`src/rtl/imem_loader_pkg.sv`:
```
// Shared types for the instruction-memory boot loader: FSM states and image header size.
package imem_loader_pkg;

  localparam int LEN_BYTES = 2;

  typedef enum logic [2:0] {
    LEN_LO,
    LEN_HI,
    DATA,
    WRITE,
    DONE,
    ERROR
  } loader_state_t;

endpackage

```
`src/rtl/imem_loader_byte_assembler.sv`:
```
// Packs a little-endian byte stream into 32-bit words; o_word/o_cmplt are valid
// combinationally in the cycle the 4th byte of a word is presented.
module imem_loader_byte_assembler (
  input  logic        i_clk,
  input  logic        i_rst_n,
  input  logic        i_vld,
  input  logic [7:0]  i_dat,
  output logic [31:0] o_word,
  output logic        o_cmplt
);

  logic [1:0]  r_cnt;
  // Holds the three earlier bytes of the current word, oldest in the low bits.
  logic [23:0] r_shift;

  always_ff @(posedge i_clk or negedge i_rst_n) begin
    if (!i_rst_n) begin
      r_cnt   <= 2'd0;
      r_shift <= 24'd0;
    end else if (i_vld) begin
      r_cnt   <= r_cnt + 2'd1;
      r_shift <= {i_dat, r_shift[23:8]};
    end
  end

  assign o_word  = {i_dat, r_shift};
  assign o_cmplt = i_vld && (r_cnt == 2'd3);

endmodule

```
`src/rtl/imem_loader.sv`:
```
// Boot loader: receives a length-prefixed word image over a valid/ready byte stream,
// writes it to instruction memory, then releases the core (or flags an error).
module imem_loader
  import imem_loader_pkg::*;
#(
  parameter int IMEM_DEPTH_WORDS = 1024,
  parameter int TIMEOUT_CYCLES   = 65535
) (
  input  logic        CLK,
  input  logic        RST,
  input  logic        Byte_Valid,
  input  logic [7:0]  Byte_Data,
  output logic        Byte_Ready,
  output logic        IMEM_W_En,
  output logic [31:0] IMEM_W_Addr,
  output logic [31:0] IMEM_W_Data,
  output logic        Core_Run,
  output logic        Load_Done,
  output logic        Load_Error
);

  localparam int          LEN_W   = LEN_BYTES * 8;
  localparam int          IDX_W   = $clog2(IMEM_DEPTH_WORDS) + 1;
  localparam int          IDLE_W  = $clog2(TIMEOUT_CYCLES + 1);
  localparam logic [31:0] DEPTH_U = 32'(IMEM_DEPTH_WORDS);

  loader_state_t     r_state, w_next;
  logic              r_ready, r_w_en, r_run, r_done, r_err;
  logic [31:0]       r_w_addr, r_w_data;
  logic [LEN_W-1:0]  r_count;
  logic [IDX_W-1:0]  r_widx;
  logic [IDLE_W-1:0] r_idle;

  logic              w_xfer, w_asm_vld, w_cmplt, w_idle_cnt, w_timeout;
  logic [LEN_W-1:0]  w_len;
  logic [IDX_W-1:0]  w_widx_inc;
  logic [31:0]       w_word;

  assign w_xfer     = Byte_Valid && r_ready;
  assign w_asm_vld  = w_xfer && (r_state == DATA);
  assign w_len      = {Byte_Data, r_count[7:0]};
  assign w_widx_inc = r_widx + IDX_W'(1);
  assign w_idle_cnt = !w_xfer && ((r_state == LEN_HI) || (r_state == DATA));
  assign w_timeout  = w_idle_cnt && (r_idle == IDLE_W'(TIMEOUT_CYCLES - 1));

  imem_loader_byte_assembler u_asm (
    .i_clk   (CLK),
    .i_rst_n (RST),
    .i_vld   (w_asm_vld),
    .i_dat   (Byte_Data),
    .o_word  (w_word),
    .o_cmplt (w_cmplt)
  );

  always_comb begin
    w_next = r_state;
    case (r_state)
      LEN_LO: if (w_xfer) w_next = LEN_HI;
      LEN_HI: begin
        if (w_xfer) begin
          if ((w_len == '0) || (32'(w_len) > DEPTH_U)) w_next = ERROR;
          else                                         w_next = DATA;
        end else if (w_timeout) begin
          w_next = ERROR;
        end
      end
      DATA: begin
        if (w_cmplt)        w_next = WRITE;
        else if (w_timeout) w_next = ERROR;
      end
      WRITE: w_next = (32'(w_widx_inc) == 32'(r_count)) ? DONE : DATA;
      DONE:  w_next = DONE;
      ERROR: w_next = ERROR;
      default: w_next = ERROR;
    endcase
  end

  // Status outputs are decoded from the next state so they are clean flops that
  // line up with the state register (ready low in WRITE, run high in DONE).
  always_ff @(posedge CLK or negedge RST) begin
    if (!RST) begin
      r_state <= LEN_LO;
      r_ready <= 1'b0;
      r_run   <= 1'b0;
      r_done  <= 1'b0;
      r_err   <= 1'b0;
    end else begin
      r_state <= w_next;
      r_ready <= (w_next == LEN_LO) || (w_next == LEN_HI) || (w_next == DATA);
      r_run   <= (w_next == DONE);
      r_done  <= (w_next == DONE);
      r_err   <= (w_next == ERROR);
    end
  end

  always_ff @(posedge CLK or negedge RST) begin
    if (!RST) begin
      r_count <= '0;
      r_idle  <= '0;
      r_widx  <= '0;
    end else begin
      if (w_xfer && (r_state == LEN_LO)) r_count[7:0]       <= Byte_Data;
      if (w_xfer && (r_state == LEN_HI)) r_count[LEN_W-1:8] <= Byte_Data;
      if (w_xfer)          r_idle <= '0;
      else if (w_idle_cnt) r_idle <= r_idle + IDLE_W'(1);
      if (r_state == WRITE) r_widx <= w_widx_inc;
    end
  end

  // Address/data load with the strobe and hold between writes.
  always_ff @(posedge CLK or negedge RST) begin
    if (!RST) begin
      r_w_en   <= 1'b0;
      r_w_addr <= 32'd0;
      r_w_data <= 32'd0;
    end else begin
      r_w_en <= w_cmplt;
      if (w_cmplt) begin
        r_w_addr <= 32'(r_widx) << 2;
        r_w_data <= w_word;
      end
    end
  end

  assign Byte_Ready  = r_ready;
  assign IMEM_W_En   = r_w_en;
  assign IMEM_W_Addr = r_w_addr;
  assign IMEM_W_Data = r_w_data;
  assign Core_Run    = r_run;
  assign Load_Done   = r_done;
  assign Load_Error  = r_err;

endmodule

```
`config.mk`:
```
export PLATFORM = sky130hd
export DESIGN_NAME = imem_loader
export DESIGN_NICKNAME = d
export VERILOG_FILES = /design/src/rtl/imem_loader_pkg.sv /design/src/rtl/imem_loader_byte_assembler.sv /design/src/rtl/imem_loader.sv
export SDC_FILE = /design/constraint.sdc
export NUM_CORES = 1
export LEC_CHECK = 0
export ABC_AREA = 1
export CAP_MARGIN = 20
export CORE_MARGIN = 3
export CORE_UTILIZATION = 40
export CTS_CLUSTER_SIZE = 12
export DETAILED_ROUTE_END_ITERATION = 10
export GPL_ROUTABILITY_DRIVEN = 1
export PLACE_DENSITY = 0.7
export SLEW_MARGIN = 25
export SYNTH_ARGS = -nofsm -noshare
export SYNTH_HDL_FRONTEND = slang
export SYNTH_SLANG_ARGS = --single-unit
```
`constraint.sdc`:
```
create_clock -name CLK -period 2.65 [get_ports CLK]
set_clock_uncertainty 0.2 [all_clocks]
set_input_delay 0.53 -clock CLK [delete_from_list [all_inputs] [get_ports CLK]]
set_output_delay 0.53 -clock CLK [all_outputs]
set_load 0.02 [all_outputs]
```
==> impl_results.md <==
- Hold Path Class: flop to flop
- RSZ-0062 raised after global routing: no
- Wire per inst: 13.6 um
- I/O pins: 80
- Slew headroom: 60.6%
- Slew Viols, Final: 0
- First-pass GRT wire length: 20600 um
- Fill cells: 1248
- Synth-to-Final Area Change: 24.8%
- Post-CTS setup buffer count: 0
- Initial antenna violation count: 0
- ANT cells: 0
- Final period util: 84.8%
- CORE AREA: 13300 um2
- Final worst setup slack: 402 ps
- CTS tree: done
- Max_cap viols: 0
- Sink Count: 119
- DR pass1 iterations: 6
- Chip Height: 123 um
- DP Worst Slack: 228 ps
- Fmax: 445 MHz
- Avg Inst Size Synth: 8.44 um2
- Clk root buf: clkbuf_16
- VDD IR max: 0.386 mV
- Worst-Skew Late Latency: 410 ps
- ANT nets after route: 0
- Global Route Usage Sum: 17.3%
- Die area: 15200 um2
- Largest net degree at the start of global routing: 80
- Netlist cell types: 33
- CTS H-tree depth: 4
- Run status: finished clean
- Fin crit period: 2250 ps
- Worst Setup End Kind: flop
- Num CTS Buffers: 17
- Synth warn: 0
- Netlist Area Pre-Place: 5490 um2
- Critical path fanouts, max: 7
- Gate Count Post-Synth: 650
- Crit start category: flop
- Site row count: 42
- Register area share after synthesis: 54.3%
- TNS Setup: 0 ps
- Die Wd: 123 um
- Footprint of the multi-input gates: 2050 um2
- Final setup fails: 0
- FF+latch count, synth: 119
- Most used DFF post-synth: dfrtp_1
- Slew @ Worst Pin: 591 ps
- Worst Path Required: 2740 ps
- Routed WL: 12300 um
- CTS max path bufs: 2
- Total number of vias: 4398
- Vias in the first global route: 4251
- Layout cell share with drive strength beyond 1: 8.23%
- Sequential cell area: 2980 um2
- Starting Density: 41.1%
- Post-DR vias/cell: 4.86
- Placer Congestion: 0.878
- P per Cell Area: 618 nW/um2
- Post-synth EDFFs: 0
- Post-layout util: 51.3%
- Crit path arrival time: 2340 ps
- DRC viols: 0
- DRT iter0 DRCs: 356
- Post-DP HPWL: 8870 um
- IO buf count: 58
- Gr ovfl total: 0
- FFs w/ async S/R, synth: 100%
- Clock Pin Slew Worst Setup and Hold Paths: 50 ps
- Hold Fails Final Rpt: 0
- Net count, final: 732
- Leakage power: 0.00323 uW
- Overall power: 4230 uW
- CP Class: flop to flop
## synthesized netlist by cell type (all sizes together), types with 2 or more instances
| master | count | area share (%) |
|---|---|---|
| o21ai | 98 | 9.0 |
| nor4 | 3 | 0.34 |
| buf | 28 | 3.6 |
| inv | 76 | 5.2 |
| o31ai | 2 | 0.27 |
| a211oi | 3 | 0.41 |
| nand3b | 3 | 0.41 |
| clkbuf | 12 | 0.82 |
| a21oi | 15 | 1.4 |
| dfrtp | 119 | 54 |
| nor3 | 8 | 0.73 |
| nand3 | 35 | 3.6 |
| a21o | 2 | 0.27 |
| nand4 | 9 | 1.0 |
| ha | 4 | 0.91 |
| nor2 | 45 | 3.7 |
| nand2 | 178 | 12 |
| clkinv | 2 | 0.14 |
| xor2 | 5 | 0.80 |
## cells in the final DEF, fill, tap and decap left out, types with 2 or more instances in the layout
cell type,count
buf_12,4
nand3_1,32
nand4_1,9
nor2_1,37
nor2_2,5
conb_1,21
o31ai_1,2
a21oi_1,14
a21o_1,2
clkdlybuf4s50_1,57
buf_4,6
bufinv_16,3
o21ai_1,4
clkbuf_8,3
nand3_2,2
clkbuf_16,17
clkinv_1,2
a211oi_1,3
inv_2,4
ha_1,4
o21ai_0,93
clkbuf_1,3
nor4_1,3
dfrtp_1,119
xor2_1,5
nand2_1,173
nor3_1,8
nor2_4,3
nand2_2,4
inv_1,72
clkinv_2,3
nand3b_1,3
## cells by family after synthesis
family                     count (synthesis)  share of synthesized area [%]
and+or+nand+nor                          281                           22.3
AOI/OAI and AO/OA                        121                           11.5
DFF                                      119                           54.3
buffers and inverters                    118                           9.71
xor gates and xnor gates                   6                           1.21
adders and majority gates                  4                          0.912
other                                      1                         0.0683
## power by group
group / switching (uW) / internal (uW)
clock network: 769 / 1540
registers: 0 / 1820
logic: 78.2 / 22.4
total: 847 / 3380
## layout make-up
| class | count | area share, % |
|---|---|---|
| Clock buffer | 23 | 6.98 |
| Multi-Input combinational cell | 433 | 30.0 |
| Inverter | 78 | 4.28 |
| Sequential cell | 119 | 43.5 |
| Clock inverter | 8 | 1.77 |
| Tap cell | 176 | 3.22 |
| Timing Repair Buffer | 68 | 10.3 |
## metrics by stage
step | cells | hold slack [ps] | cell area (um2)
2_1_floorplan | 670 | 34.4 | 5560
3_3_place_gp | 873 | 261 | 6240
3_5_place_dp | 873 | 266 | 6240
4_1_cts | 905 | 281 | 6850
5_1_grt | 905 | 292 | 6850
6_report | 905 | 274 | 6850
## final timing paths
check	start	to	slack (ps)	cells past startpoint
max	r_widx[0]	Byte_Ready	400	11
max in group asynchronous	RST	r_idle[0]	1130	3
max reg2reg	r_widx[0]	Byte_Ready	400	11
min reg2reg	IMEM_W_Data[2]	IMEM_W_Data[2]	270	2
min	IMEM_W_Data[2]	IMEM_W_Data[2]	270	2
min in group asynchronous	RST	IMEM_W_Data[21]	460	2
## layer usage
| layer | wire length [um] | part of all wire [%] | GRT usage, % |
|---|---|---|---|
| met1 | 5880 | 48 | 23.8 |
| met2 | 5690 | 46 | 26.4 |
| met3 | 537 | 4.4 | 4.21 |
| met4 | 193 | 1.6 | 7.06 |
| met5 | 0 | 0 | 0 |
## critical path, stage by stage, from the launching register on
cell and delay, ps:
dfrtp_1 470, ha_1 270, nand2_2 140, clkinv_1 140
o21ai_0 160, nand2_1 100, nor2_1 140, nand4_1 90
nor2_1 120, nand4_1 130, nand2_1 110, nor2_1 50
## flip-flops by register name, summed over array words and instances, names as in the netlist, 2 cells and up
| name | flops |
|---|---|
| IMEM_W_Data | 32 |
| u_asm.r_shift | 24 |
| r_count | 16 |
| r_idle | 16 |
| IMEM_W_Addr | 11 |
| r_widx | 11 |
| r_state | 3 |
| u_asm.r_cnt | 2 |
## what timing repair did
action	4_1_cts	5_1_grt
gates resized for setup	0	0
endpoints found under the hold margin	41	0
hold buffers	1	0
(Power assumes the default switching activity.)
